### src/rtl/mem_port_arbiter_if.sv
// Request/response bus between the fetch/data arbiter and the unified single-ported memory.
// The arbiter drives the registered request side; the memory answers with ready/rvalid/rdata.
interface mem_port_arbiter_if #(
  parameter int unsigned XLEN       = 64,
  parameter int unsigned ADDR_WIDTH = 8
);
  logic                  mem_req;
  logic                  mem_ready;
  logic                  mem_we;
  logic [ADDR_WIDTH-1:0] mem_addr;
  logic [XLEN-1:0]       mem_wdata;
  logic [XLEN/8-1:0]     mem_wstrb;
  logic                  mem_rvalid;
  logic [XLEN-1:0]       mem_rdata;

  modport master (
    output mem_req, mem_we, mem_addr, mem_wdata, mem_wstrb,
    input  mem_ready, mem_rvalid, mem_rdata
  );

  modport slave (
    input  mem_req, mem_we, mem_addr, mem_wdata, mem_wstrb,
    output mem_ready, mem_rvalid, mem_rdata
  );
endinterface

### src/rtl/mem_port_arbiter.sv
// Shares one single-ported memory between the fetch and memory stages with a bounded-starvation
// priority to loads/stores and exactly one outstanding request/response transaction.
module mem_port_arbiter #(
  parameter int unsigned XLEN       = 64,
  parameter int unsigned ADDR_WIDTH = 8,
  parameter int unsigned MAX_STARVE = 3
) (
  input  logic                  clk,
  input  logic                  reset,

  input  logic                  i_req,
  input  logic [ADDR_WIDTH-1:0] i_addr,
  input  logic                  i_kill,
  output logic                  i_valid,
  output logic [XLEN-1:0]       i_rdata,

  input  logic                  d_req,
  input  logic                  d_we,
  input  logic [ADDR_WIDTH-1:0] d_addr,
  input  logic [XLEN-1:0]       d_wdata,
  input  logic [XLEN/8-1:0]     d_wstrb,
  output logic                  d_valid,
  output logic [XLEN-1:0]       d_rdata,

  output logic                  stall_f,
  output logic                  stall_m,
  output logic                  err,

  mem_port_arbiter_if.master    mem
);

  typedef enum logic [1:0] {
    ST_IDLE  = 2'd0,
    ST_ISSUE = 2'd1,
    ST_WAIT  = 2'd2
  } state_e;

  typedef enum logic {
    OWN_I = 1'b0,
    OWN_D = 1'b1
  } owner_e;

  localparam logic [3:0] MAX_STARVE_C = 4'(MAX_STARVE);

  state_e                state_q,      state_d;
  owner_e                owner_q,      owner_d;
  logic [3:0]            starve_cnt_q, starve_cnt_d;
  logic                  kill_pend_q,  kill_pend_d;
  logic                  err_q,        err_d;
  logic                  mem_req_q,    mem_req_d;
  logic                  mem_we_q,     mem_we_d;
  logic [ADDR_WIDTH-1:0] mem_addr_q,   mem_addr_d;
  logic [XLEN-1:0]       mem_wdata_q,  mem_wdata_d;
  logic [XLEN/8-1:0]     mem_wstrb_q,  mem_wstrb_d;

  logic busy;
  logic grant_d;
  logic i_changed;
  logic d_changed;

  assign busy = (state_q != ST_IDLE);

  // The owned request is latched in the mem_* registers, so any drift of the
  // requester's inputs before its response shows up as a mismatch against them.
  assign i_changed = !i_req || (i_addr != mem_addr_q);
  assign d_changed = !d_req || (d_we != mem_we_q) || (d_addr != mem_addr_q) ||
                     (d_wdata != mem_wdata_q) || (d_wstrb != mem_wstrb_q);

  // NOTE: every signal written here gets its default first, so no path leaves
  // a value unassigned and no latch is inferred.
  always_comb begin
    state_d      = state_q;
    owner_d      = owner_q;
    starve_cnt_d = starve_cnt_q;
    kill_pend_d  = kill_pend_q;
    err_d        = err_q;
    mem_req_d    = mem_req_q;
    mem_we_d     = mem_we_q;
    mem_addr_d   = mem_addr_q;
    mem_wdata_d  = mem_wdata_q;
    mem_wstrb_d  = mem_wstrb_q;
    i_valid      = 1'b0;
    d_valid      = 1'b0;
    grant_d      = 1'b0;

    if (busy && (owner_q == OWN_I) && i_kill) begin
      kill_pend_d = 1'b1;
    end

    // A killed fetch may be dropped by the front end, so its inputs are no longer tracked.
    if (busy) begin
      if (owner_q == OWN_I) begin
        if (!kill_pend_q && !i_kill && i_changed) err_d = 1'b1;
      end else if (d_changed) begin
        err_d = 1'b1;
      end
    end

    if ((state_q != ST_WAIT) && mem.mem_rvalid) begin
      err_d = 1'b1;
    end

    case (state_q)
      ST_IDLE: begin
        if (i_req || d_req) begin
          grant_d = d_req && (!i_req || (starve_cnt_q < MAX_STARVE_C));
          if (grant_d) begin
            owner_d     = OWN_D;
            mem_we_d    = d_we;
            mem_addr_d  = d_addr;
            mem_wdata_d = d_wdata;
            mem_wstrb_d = d_wstrb;
            if (i_req) starve_cnt_d = starve_cnt_q + 4'd1;
          end else begin
            owner_d      = OWN_I;
            mem_we_d     = 1'b0;
            mem_addr_d   = i_addr;
            mem_wdata_d  = '0;
            mem_wstrb_d  = '0;
            starve_cnt_d = '0;
          end
          mem_req_d = 1'b1;
          state_d   = ST_ISSUE;
        end
      end

      ST_ISSUE: begin
        if (mem.mem_ready) begin
          mem_req_d = 1'b0;
          state_d   = ST_WAIT;
        end
      end

      ST_WAIT: begin
        if (mem.mem_rvalid) begin
          i_valid     = (owner_q == OWN_I) && !kill_pend_q && !i_kill;
          d_valid     = (owner_q == OWN_D);
          kill_pend_d = 1'b0;
          state_d     = ST_IDLE;
        end
      end

      default: begin
        state_d = ST_IDLE;
      end
    endcase
  end

  // NOTE: state registers use non-blocking assignments so every flop samples
  // the pre-edge values regardless of statement order.
  always_ff @(posedge clk or negedge reset) begin
    if (!reset) begin
      state_q      <= ST_IDLE;
      owner_q      <= OWN_I;
      starve_cnt_q <= '0;
      kill_pend_q  <= 1'b0;
      err_q        <= 1'b0;
      mem_req_q    <= 1'b0;
      mem_we_q     <= 1'b0;
      mem_addr_q   <= '0;
      mem_wdata_q  <= '0;
      mem_wstrb_q  <= '0;
    end else begin
      state_q      <= state_d;
      owner_q      <= owner_d;
      starve_cnt_q <= starve_cnt_d;
      kill_pend_q  <= kill_pend_d;
      err_q        <= err_d;
      mem_req_q    <= mem_req_d;
      mem_we_q     <= mem_we_d;
      mem_addr_q   <= mem_addr_d;
      mem_wdata_q  <= mem_wdata_d;
      mem_wstrb_q  <= mem_wstrb_d;
    end
  end

  // Store acks carry no data, so d_rdata stays 0 for them.
  assign i_rdata = i_valid ? mem.mem_rdata : '0;
  assign d_rdata = (d_valid && !mem_we_q) ? mem.mem_rdata : '0;

  assign stall_f = i_req && !i_valid;
  assign stall_m = d_req && !d_valid;
  assign err     = err_q;

  assign mem.mem_req   = mem_req_q;
  assign mem.mem_we    = mem_we_q;
  assign mem.mem_addr  = mem_addr_q;
  assign mem.mem_wdata = mem_wdata_q;
  assign mem.mem_wstrb = mem_wstrb_q;

endmodule

### src/flat_wrapper.sv
// flat-port wrapper written by rule: the top's interface ports become plain ports
module mem_port_arbiter_flat 
#(
  parameter int unsigned XLEN       = 64,
  parameter int unsigned ADDR_WIDTH = 8,
  parameter int unsigned MAX_STARVE = 3
)
  (clk, reset, i_req, i_addr, i_kill, i_valid, i_rdata, d_req, d_we, d_addr, d_wdata, d_wstrb, d_valid, d_rdata, stall_f, stall_m, err, mem_mem_req, mem_mem_we, mem_mem_addr, mem_mem_wdata, mem_mem_wstrb, mem_mem_ready, mem_mem_rvalid, mem_mem_rdata);
  mem_port_arbiter_if #(.XLEN(XLEN), .ADDR_WIDTH(ADDR_WIDTH)) mem_i ();
  input  logic clk;
  input  logic reset;
  input  logic i_req;
  input  logic [ADDR_WIDTH-1:0] i_addr;
  input  logic i_kill;
  output logic i_valid;
  output logic [XLEN-1:0] i_rdata;
  input  logic d_req;
  input  logic d_we;
  input  logic [ADDR_WIDTH-1:0] d_addr;
  input  logic [XLEN-1:0] d_wdata;
  input  logic [XLEN/8-1:0] d_wstrb;
  output logic d_valid;
  output logic [XLEN-1:0] d_rdata;
  output logic stall_f;
  output logic stall_m;
  output logic err;
  output wire logic [$bits(mem_i.mem_req)-1:0] mem_mem_req;
  output wire logic [$bits(mem_i.mem_we)-1:0] mem_mem_we;
  output wire logic [$bits(mem_i.mem_addr)-1:0] mem_mem_addr;
  output wire logic [$bits(mem_i.mem_wdata)-1:0] mem_mem_wdata;
  output wire logic [$bits(mem_i.mem_wstrb)-1:0] mem_mem_wstrb;
  input wire logic [$bits(mem_i.mem_ready)-1:0] mem_mem_ready;
  input wire logic [$bits(mem_i.mem_rvalid)-1:0] mem_mem_rvalid;
  input wire logic [$bits(mem_i.mem_rdata)-1:0] mem_mem_rdata;
  assign mem_mem_req = mem_i.mem_req;
  assign mem_mem_we = mem_i.mem_we;
  assign mem_mem_addr = mem_i.mem_addr;
  assign mem_mem_wdata = mem_i.mem_wdata;
  assign mem_mem_wstrb = mem_i.mem_wstrb;
  assign mem_i.mem_ready = mem_mem_ready;
  assign mem_i.mem_rvalid = mem_mem_rvalid;
  assign mem_i.mem_rdata = mem_mem_rdata;
  mem_port_arbiter #(.XLEN(XLEN), .ADDR_WIDTH(ADDR_WIDTH), .MAX_STARVE(MAX_STARVE)) u_core (.clk(clk), .reset(reset), .i_req(i_req), .i_addr(i_addr), .i_kill(i_kill), .i_valid(i_valid), .i_rdata(i_rdata), .d_req(d_req), .d_we(d_we), .d_addr(d_addr), .d_wdata(d_wdata), .d_wstrb(d_wstrb), .d_valid(d_valid), .d_rdata(d_rdata), .stall_f(stall_f), .stall_m(stall_m), .err(err), .mem(mem_i));
endmodule
### config.mk
export PLATFORM = sky130hd
export DESIGN_NAME = mem_port_arbiter_flat
export DESIGN_NICKNAME = d
export VERILOG_FILES = /design/src/rtl/mem_port_arbiter_if.sv /design/src/rtl/mem_port_arbiter.sv /design/src/flat_wrapper.sv
export SDC_FILE = /design/constraint.sdc
export NUM_CORES = 1
export LEC_CHECK = 0
export CAP_MARGIN = 5
export CORE_AREA = 2 2 147 149
export CTS_CLUSTER_SIZE = 14
export DETAILED_ROUTE_END_ITERATION = 7
export DIE_AREA = 0 0 149 151
export PLACE_DENSITY = 0.62
export SYNTH_ARGS = -nofsm -noshare
export SYNTH_HDL_FRONTEND = slang
export SYNTH_SLANG_ARGS = --single-unit
### constraint.sdc
create_clock -name clk -period 1.7 [get_ports clk]
set_input_delay 0.17 -clock clk [delete_from_list [all_inputs] [get_ports clk]]
set_output_delay 0.17 -clock clk [all_outputs]
set_load 0.005 [all_outputs]
==> metrics.csv, run 1 <==
stage,metric,value,unit
power_and_ir_drop,Leakage,5.14,nW
drt,detailed-route via count,5870,
final_layout,"commonest cells after routing, fill and taps aside","clkdlybuf4s50_1, buf_6, dfrtp_1",
sta,Setup Skew,6.84,ps
power_and_ir_drop,Pwr Density,1170,nW/um^2
critical_path,Required @ worst endpoint,1530,ps
sta,final setup margin,-256,ps
synth,Post-Syn Instances,526,
placed_design,count of input and output buffers,374,
critical_path,crit start category,flip-flop,
drt,Final ANT Viol Nets,0,
critical_path,arrival time at the worst endpoint,1790,ps
synth,Yosys top cell by area,dfrtp_1,
sta,Min Hold Slack,280,ps
sta,unrepaired setup endpoints after global routing,true,
sta,Peak Freq,511,MHz
synth,"Top FF cell, synth",dfrtp_1,
synth,"Avg Cell Area, Syn",10.2,sq um
critical_path,Crit. Startpoint,u_core.state_q[0],
power_and_ir_drop,Peak VDD IR,0.786,mV
global_route,first-pass GRT wire length,35400,um
global_route,largest net degree at the start of global routing,54,
clocking,H-tree Lvls,3,
final_layout,layout net count,1152,
drt,DRC Markers,0,
final_layout,fin util,53.5,%
clocking,CTS tree,done,
sta,period utilization,115,%
status,status,finished with violations,
global_route,Overflow after GRT,0,
placed_design,HPWL after DPL,20300,um
job,Max Cap Viol,0,
critical_path,crit-path max FO,5,
clocking,clk buf depth,2,
floorplanning,die width,149,um
sta,worst slew pin tran,619,ps
sta,Hold Fails Final Rpt,0,
sta,Slew headroom,57.7,%
drt,DR pass1 iterations,4,
synth,post-synth top area share,42.6,%
synth,synthesized flop and latch total,91,
placed_design,gpl congestion,0.891,
clocking,CTS buffer count,9,
floorplanning,IO Count,375,
floorplanning,initial core utilization,25.7,%
sta,Final Max Tran Viols,0,
synth,syn_nets,687,
global_route,initial antenna violation count,3,
final_layout,layout cells sized above 1,35.1,%
clocking,latest clock arrival within the worst-skew pair,350,ps
clocking,Sink Count,91,
final_layout,"Area growth, synth to finish",109,%
floorplanning,Core Area,20800,sq um
synth,post-synth cell types,40,
drt,drt wl/cell,21.3,um
clocking,CTS Root Cell,clkbuf_16,
floorplanning,overall die area,22500,sq um
critical_path,worst reg2reg path startpoint,u_core.starve_cnt_q[0],
drt,final WL,27100,um
synth,Post-synth ARST share,100,%
synth,Post-synth EDFFs,0,
synth,"Seq/Total Area, Yosys",42.6,%
critical_path,CP Capture Type,output port,
status,failing checks,negative setup slack,
critical_path,Crit Path Class,reg2out,
final_layout,"commonest non-fill, non-tap cell in the layout",clkdlybuf4s50_1,
floorplanning,Die Y,151,um
synth,"top cells by area, synth","dfrtp_1, and2_1, a22o_1",
worst_hold_path,Hold WC Path Type,in2async,
floorplanning,row count,53,
synth,yosys warns,0,
final_layout,Fill cells,1864,
global_route,total track usage,21.4,%
drt,DR iter-0 viols,225,
sta,"Setup violations, final",170,
global_route,vias in the first global route,5866,
synth,Syn Std Cell Area,5340,sq um
sta,final worst path period need,1960,ps
clocking,Clock transition at path regs,70,ps
drt,vias per cell,4.61,
==> sequential cells by signal (all words and copies together) (netlist names), 2 cells and up <==
signal	count
u_core.mem.mem_wdata	64
u_core.mem.mem_addr	8
u_core.mem.mem_wstrb	8
u_core.starve_cnt_q	4
u_core.state_q	2
==> critical path, cell delays in order (launching register included) <==
cell and delay, ps:
dfrtp_1 410, nor2b_4 150, nand3_2 110, nor2_4 120, buf_12 130, buf_12 110, buf_6 100, buf_6 80
and2_4 130, buf_6 80
==> path summary, 6_finish.rpt <==
check	end	slack (ps)	cells after the start
max	d_rdata[57]	-260	9
min	u_core.mem.mem_wdata[18]	280	2
max reg2reg	u_core.mem.mem_wdata[27]	-70	8
min reg2reg	u_core.mem.mem_req	500	2
max in group asynchronous	u_core.mem.mem_wdata[39]	810	3
min in group clk	u_core.state_q[0]	430	2
==> metrics by stage <==
stage	area (sq um)	instances	setup WS [ps]	TNS, ps	power, W
2_1_floorplan	5340	526	190	0	0.00637
3_3_place_gp	9900	1214	-448	-41700	0.0102
3_5_place_dp	9900	1214	-475	-44440	0.0102
4_1_cts	10300	1251	-322	-30670	0.0124
5_1_grt	11100	1274	-310	-36410	0.0139
6_report	11100	1274	-256	-24640	0.0131
==> kinds of logic after synthesis <==
group | Yosys count | share of synthesized area, %
AOI/OAI and AO/OA | 111 | 16.7
xor gates and xnor gates | 72 | 11.8
adders and majority gates | 1 | 0.234
buffers and inverters | 49 | 4.94
DFF | 91 | 42.6
muxes | 8 | 1.50
and+or+nand+nor | 194 | 22.2
==> cell type report <==
cell class              count  area (sq um)  share of cell area [%]
repair buffers            486          5070                    45.5
multi-input cells         386          3100                    27.8
flip-flops and latches     91          2280                    20.4
well taps                 275           344                    3.09
clock buffers               9           225                    2.02
inverters                  17          63.8                   0.573
clock inverters             7          60.1                   0.539
diodes                      3          7.51                  0.0674
==> synth_stat cells (2+ instances only) <==
cell type / number
a2111oi_0: 2
a21o_1: 2
a21oi_1: 3
a22o_1: 76
a31oi_1: 2
and2_1: 131
and4_1: 2
buf_2: 16
buf_4: 2
buf_6: 6
clkbuf_1: 2
clkbuf_2: 6
dfrtp_1: 91
inv_1: 17
mux2i_1: 8
nand2_1: 15
nand2b_1: 5
nand3_1: 3
nand4_1: 2
nor2_1: 3
nor2b_1: 4
nor3_1: 3
nor3b_1: 2
nor4_1: 19
o2111ai_1: 2
o21ai_0: 11
o22ai_1: 6
o2bb2ai_1: 3
xnor2_1: 3
xor2_1: 69
==> report_power, final <==
group          internal (W)  switching, W  leakage (nW)
clock network       0.00102      0.000957         0.131
logic               0.00442       0.00286          3.86
registers           0.00306      0.000765          1.15
total               0.00850       0.00458          5.14
==> what timing repair did <==
action,CTS,global route
hold buffers,1,0
setup buffers,14,10
resized for setup,469,226
endpoints found under the hold margin,24,0
pin swaps,12,34
gates cloned,6,16
endpoints found under the setup margin,139,211
==> routing by layer <==
metal | wire length, um | track usage (%) | part of all wire [%]
met5 | 0 | 0 | 0
met4 | 1100 | 10.0 | 4.1
met3 | 1870 | 5.72 | 6.9
met2 | 14900 | 41.7 | 55
met1 | 9300 | 20.9 | 34
Note: power is estimated with default switching activity, not from simulation.
==> inputs of run 2 (changes only) <==
--- a/config.mk
+++ b/config.mk
@@ -5,12 +5,14 @@
 export SDC_FILE = /design/constraint.sdc
 export NUM_CORES = 1
 export LEC_CHECK = 0
+export ABC_AREA = 1
 export CAP_MARGIN = 5
-export CORE_AREA = 2 2 147 149
+export CORE_AREA = 2 2 145 147
 export CTS_CLUSTER_SIZE = 14
 export DETAILED_ROUTE_END_ITERATION = 7
-export DIE_AREA = 0 0 149 151
-export PLACE_DENSITY = 0.62
+export DIE_AREA = 0 0 147 149
+export DONT_BUFFER_PORTS = 1
+export PLACE_DENSITY = 0.43
 export SYNTH_ARGS = -nofsm -noshare
 export SYNTH_HDL_FRONTEND = slang
 export SYNTH_SLANG_ARGS = --single-unit
==> metrics.csv, run 2 <==
stage,metric,value,unit
critical_path,CP Capture Type,output port,
power_and_ir_drop,power consumption,0.0111,W
synth,Yosys top cell by area,dfrtp_1,
critical_path,Crit Reg-Reg Endpoint,u_core.mem.mem_addr[1],
sta,final setup margin,-143,ps
final_layout,multi-input logic area,2990,sq um
synth,yosys warns,0,
sta,Min Hold Slack,-489,ps
sta,Setup Skew,9.85,ps
synth,Post-synth ARST share,100,%
clocking,latest clock arrival within the worst-skew pair,350,ps
drt,final WL,24400,um
critical_path,Crit. Startpoint,u_core.state_q[0],
synth,most frequent cells after synthesis,"nand2_1, inv_1, nor2_1",
drt,detailed-route via count,6092,
sta,Slew headroom,77.1,%
sta,final worst path period need,1840,ps
final_layout,register area,2280,sq um
final_layout,fin util,39.9,%
sta,Peak Freq,542,MHz
sta,"Setup violations, final",122,
critical_path,arrival time at the worst endpoint,1670,ps
synth,syn_nets,1067,
clocking,clk buf depth,2,
job,Max Cap Viol,0,
synth,synthesized flop and latch total,91,
sta,Hold Fails Final Rpt,91,
drt,DRC Markers,0,
clocking,CTS buffer count,9,
clocking,Sink Count,91,
drt,DR pass1 iterations,5,
power_and_ir_drop,Leakage,4.23,nW
critical_path,Crit Path Class,reg2out,
critical_path,CP Buf/Inv Count,3,
global_route,first-pass GRT wire length,34100,um
floorplanning,die width,147,um
synth,"top cells by area, synth","dfrtp_1, nand2_1, inv_1",
synth,Post-Syn Instances,906,
clocking,Clock transition at path regs,70,ps
floorplanning,row count,53,
sta,unrepaired setup endpoints after global routing,true,
critical_path,"Critical Path, Cell by Cell",nor2_2 -> inv_2 -> nor3_4 -> nand2_4 -> buf_12 -> clkbuf_16 -> nor2_1,
sta,Final Max Tran Viols,0,
final_layout,Fill cells,2136,
clocking,CTS Hold Bufs,74,
synth,post-synth cell types,29,
worst_hold_path,Hold WC Path Type,in2async,
synth,"Seq/Total Area, Yosys",38.5,%
critical_path,Required @ worst endpoint,1530,ps
power_and_ir_drop,Pwr Density,1360,nW/um^2
global_route,initial antenna violation count,1,
critical_path,FF-to-FF path depth,8,
drt,Final ANT Viol Nets,0,
clocking,H-tree Lvls,3,
synth,post-synth top area share,38.5,%
floorplanning,IO Count,375,
drt,DR iter-0 viols,298,
final_layout,design area,8210,sq um
clocking,CTS tree,done,
final_layout,layout cells sized above 1,18.5,%
critical_path,"Slowest-stage cell, CP",dfrtp_1,
synth,most numerous cell in the Yosys netlist,nand2_1,
floorplanning,overall die area,21900,sq um
placed_design,Area after DPL,6380,sq um
global_route,vias in the first global route,5614,
synth,"Top FF cell, synth",dfrtp_1,
critical_path,crit-path max FO,7,
placed_design,HPWL after DPL,17200,um
status,status,finished with violations,
drt,drt wl/cell,18.8,um
clocking,CTS Root Cell,clkbuf_16,
synth,"Avg Cell Area, Syn",6.52,sq um
final_layout,"commonest non-fill, non-tap cell in the layout",nand2_1,
floorplanning,Die Y,149,um
power_and_ir_drop,Peak VDD IR,0.711,mV
status,failing checks,"negative hold slack, negative setup slack",
final_layout,layout net count,1181,
drt,vias per cell,4.69,
synth,Post-synth EDFFs,0,
sta,period utilization,108,%
global_route,largest net degree at the start of global routing,92,
critical_path,crit path to,d_rdata[47],
global_route,total track usage,20.7,%
synth,Syn Std Cell Area,5910,sq um
critical_path,Crit path depth,7,
critical_path,"slowest stage delay, CP",380,ps
critical_path,worst reg2reg path startpoint,u_core.state_q[0],
critical_path,crit start category,flip-flop,
sta,worst slew pin tran,344,ps
placed_design,gpl congestion,0.778,
final_layout,"commonest cells after routing, fill and taps aside","nand2_1, inv_1, nor2_1",
floorplanning,initial core utilization,28.7,%
final_layout,Largest register FFs,64,
critical_path,"delay-heaviest family, CP",simple AND/OR/NAND/NOR gates,
floorplanning,Core Area,20600,sq um
critical_path,reg2reg setup slack,60,ps
global_route,Overflow after GRT,0,
placed_design,count of input and output buffers,0,
final_layout,"Area growth, synth to finish",38.9,%
## run 2: cell types whose count changed in the layout (fill, tap and decap cells not counted), moves of 39 or more
cell,before,now
xor2_1,68,0
nand2_1,15,215
clkdlybuf4s50_1,241,0
dlygate4sd3_1,1,74
and2_4,86,0
nor2_2,1,40
nor2_1,2,126
and2_1,45,0
buf_6,91,11
a22o_1,76,9
inv_1,17,199
## run 2: area by class of cell
class / count / share of cell area, %
Antenna cell: 1 / 0.0305
Clock buffer: 11 / 2.96
Clock inverter: 2 / 0.473
Inverter: 209 / 9.65
Multi-Input combinational cell: 576 / 36.5
Sequential cell: 91 / 27.8
Tap cell: 275 / 4.19
Timing Repair Buffer: 133 / 18.5
## run 2: stage by stage
| step | instances | setup slack (ps) | setup TNS, ps |
|---|---|---|---|
| after global routing | 1298 | -258 | -24050 |
| after CTS | 1276 | -147 | -8560 |
| after floorplan | 906 | 203 | 0 |
| after global placement | 1181 | 119 | 0 |
| after detailed placement | 1181 | 84.0 | 0 |
| final | 1298 | -143 | -7960 |
## run 2: worst min-delay path by stage
| stage | endpoint | slack, ps |
|---|---|---|
| CTS | u_core.mem.mem_wdata[34] | -500 |
| floorplan | u_core.err | -130 |
| finish | u_core.mem.mem_wdata[34] | -490 |
| global placement | u_core.mem.mem_wdata[34] | -120 |
| detailed placement | u_core.mem.mem_wdata[34] | -120 |
| global route | u_core.mem.mem_wdata[42] | -510 |
## run 2: what timing repair did
action / CTS / global route
pin swaps: 0 / 13
buffers inserted: 5 / 12
gates resized for setup: 45 / 78
hold endpoints to repair: 166 / 91
endpoints found under the setup margin: 125 / 175
cloned: 3 / 10
## run 2: kinds of logic after synthesis
| logic type | count (synthesis) | share of synthesized area, % |
|---|---|---|
| buffers and inverters | 239 | 16.3 |
| adder cells (fa/ha/maj) | 1 | 0.212 |
| AND/OR/NAND/NOR | 432 | 28.6 |
| flip-flops | 91 | 38.5 |
| XOR/XNOR | 10 | 1.48 |
| AO/OA/AOI/OAI | 133 | 14.9 |
## run 2: metal layers
| metal | global-route usage (%) | routed length [um] | vias up |
|---|---|---|---|
| li1 | - | - | 2945 |
| met4 | 7.36 | 686 | 0 |
| met1 | 26.0 | 10100 | 2866 |
| met2 | 34.5 | 11900 | 250 |
| met3 | 5.32 | 1700 | 31 |
| met5 | 0 | 0 | - |
## run 2: power by group
part	internal (W)	switching [W]
registers	0.00309	0.00107
logic	0.00212	0.00284
clock network	0.00116	0.000864
total	0.00637	0.00477
==> inputs of run 3 (changes only) <==
--- a/config.mk
+++ b/config.mk
@@ -5,14 +5,15 @@
 export SDC_FILE = /design/constraint.sdc
 export NUM_CORES = 1
 export LEC_CHECK = 0
-export ABC_AREA = 1
 export CAP_MARGIN = 5
-export CORE_AREA = 2 2 145 147
+export CORE_AREA = 2 2 147 149
+export CTS_BUF_LIST = sky130_fd_sc_hd__clkbuf_8 sky130_fd_sc_hd__clkbuf_16
 export CTS_CLUSTER_SIZE = 14
 export DETAILED_ROUTE_END_ITERATION = 7
-export DIE_AREA = 0 0 147 149
+export DIE_AREA = 0 0 149 151
 export DONT_BUFFER_PORTS = 1
-export PLACE_DENSITY = 0.43
+export PLACE_DENSITY = 0.39
+export SKIP_LAST_GASP = 1
 export SYNTH_ARGS = -nofsm -noshare
 export SYNTH_HDL_FRONTEND = slang
 export SYNTH_SLANG_ARGS = --single-unit
==> metrics.csv, run 3 (synthesized netlist as in run 1, its figures left out) <==
stage,metric,value,unit
status,status,finished with violations,
status,failing checks,"negative hold slack, negative setup slack",
placed_design,HPWL after DPL,19000,um
global_route,largest net degree at the start of global routing,92,
clocking,latest clock arrival within the worst-skew pair,360,ps
critical_path,"Critical Path, Cell by Cell",nor2b_4 -> and4b_4 -> buf_12 -> and2_1,
critical_path,CP Capture Type,output port,
floorplanning,row count,53,
critical_path,FF-to-FF path depth,9,
drt,met3 WL,2100,um
sta,"Setup violations, final",187,
sta,final worst path period need,1860,ps
power_and_ir_drop,Pwr Density,1460,nW/um^2
clocking,H-tree Lvls,3,
critical_path,reg2reg setup slack,-130,ps
sta,period utilization,109,%
critical_path,"slowest stage delay, CP",410,ps
drt,Final ANT Viol Nets,0,
drt,DRC Markers,0,
floorplanning,Core Area,20800,sq um
critical_path,worst reg2reg path startpoint,u_core.starve_cnt_q[0],
sta,Final Max Tran Viols,0,
drt,met2 wire len,14300,um
critical_path,arrival time at the worst endpoint,1690,ps
clocking,clk buf depth,2,
global_route,vias in the first global route,4752,
drt,M1 WL,9360,um
placed_design,Placement Setup Slack,-438,ps
placed_design,gpl congestion,0.816,
drt,vias per cell,5.12,
floorplanning,overall die area,22500,sq um
sta,unrepaired setup endpoints after global routing,true,
final_layout,Largest register FFs,64,
critical_path,Crit Path Class,reg2out,
drt,top sig layer,met4,
floorplanning,initial core utilization,25.7,%
drt,detailed-route via count,4816,
critical_path,crit start category,flip-flop,
clocking,CTS Hold Bufs,75,
job,Max Cap Viol,0,
floorplanning,die width,149,um
sta,Peak Freq,538,MHz
sta,Setup Skew,10.1,ps
sta,worst slew pin tran,528,ps
sta,Min Hold Slack,-494,ps
floorplanning,IO Count,375,
final_layout,"commonest cells after routing, fill and taps aside","dfrtp_1, and2_1, a22o_1",
sta,Slew headroom,64.7,%
worst_hold_path,Hold WC Path Type,in2async,
critical_path,Crit Reg-Reg Endpoint,u_core.mem.mem_wstrb[7],
critical_path,crit-path max FO,17,
global_route,Overflow after GRT,0,
critical_path,Required @ worst endpoint,1530,ps
drt,DR pass1 iterations,4,
final_layout,"Area growth, synth to finish",45.6,%
final_layout,layout cells sized above 1,22.8,%
clocking,CTS tree,done,
global_route,initial antenna violation count,5,
global_route,first-pass GRT wire length,32900,um
clocking,Sink Count,91,
clocking,CTS Root Cell,clkbuf_16,
drt,drt wl/cell,28.0,um
power_and_ir_drop,Peak VDD IR,0.664,mV
critical_path,"Slowest-stage cell, CP",dfrtp_1,
global_route,total track usage,20.9,%
final_layout,"commonest non-fill, non-tap cell in the layout",dfrtp_1,
placed_design,count of input and output buffers,0,
drt,DR iter-0 viols,239,
clocking,CTS buffer count,9,
drt,final WL,26300,um
final_layout,layout net count,817,
floorplanning,Die Y,151,um
sta,Hold Fails Final Rpt,91,
power_and_ir_drop,power consumption,0.0114,W
sta,final setup margin,-158,ps
clocking,Clock transition at path regs,70,ps
power_and_ir_drop,Leakage,3.52,nW
==> run 3: cell count changes in the layout (fill, tap and decap cells not counted), moves of 24 or more <==
cell	previous run	this run
nand2_1	215	14
nor2_4	26	1
nor2_1	126	1
nor2_2	40	2
and2_4	0	45
o21ai_0	35	11
inv_1	199	17
a22o_1	9	76
xor2_1	0	69
and2_1	0	86
o22ai_1	40	6
==> run 3: metal layers <==
metal	up-vias	track usage, %
li1	2110	-
met1	2404	22.2
met2	271	39.2
met3	31	6.96
met4	0	5.86
met5	-	0
==> run 3: worst max path at each step <==
stage,startpoint,end,cells after the start
6_report,u_core.state_q[0],i_rdata[5],4
3_3_place_gp,u_core.mem.mem_addr[4],u_core.err,5
5_1_grt,u_core.state_q[0],i_rdata[58],4
3_5_place_dp,u_core.mem.mem_addr[4],u_core.err,5
2_1_floorplan,u_core.starve_cnt_q[0],u_core.mem.mem_wdata[22],7
4_1_cts,u_core.state_q[0],i_rdata[1],4
==> run 3: layout make-up <==
type	count	area, sq um
Tap cell	275	344
Inverter	17	63.8
Antenna cell	4	10.0
Fill cell	2072	13000
Clock inverter	7	121
Sequential cell	91	2280
Multi-Input combinational cell	386	3000
Timing Repair Buffer	151	1740
Clock buffer	9	225
==> run 3: where the power goes <==
group | switching (W) | internal [W]
sequential | 0.00103 | 0.00306
clock | 0.000923 | 0.00145
combinational | 0.00222 | 0.00270
total | 0.00418 | 0.00721
==> run 3: critical path, delay by kind of cell, from the launching register on <==
| kind | cells | cell delay, ps |
|---|---|---|
| buffers and inverters | 1 | 190 |
| DFF | 1 | 410 |
| and+or+nand+nor | 3 | 730 |
==> run 3: what timing repair did <==
item / in CTS / in global routing
hold endpoints to repair: 167 / 91
endpoints found under the setup margin: 151 / 202
pin swaps: 1 / 54
resized for setup: 6 / 68
buffers inserted: 4 / 9
gates cloned: 2 / 11
==> run 3: per-stage QoR <==
step | utilization (%) | cells | area (sq um) | setup TNS, ps
global route | 37.3 | 937 | 7770 | -33310
CTS | 34.9 | 918 | 7260 | -23420
floorplan | - | 526 | 5340 | 0
detailed placement | 29.0 | 821 | 6030 | -521
finish | 37.4 | 940 | 7780 | -20060
global placement | 29.0 | 821 | 6030 | -465
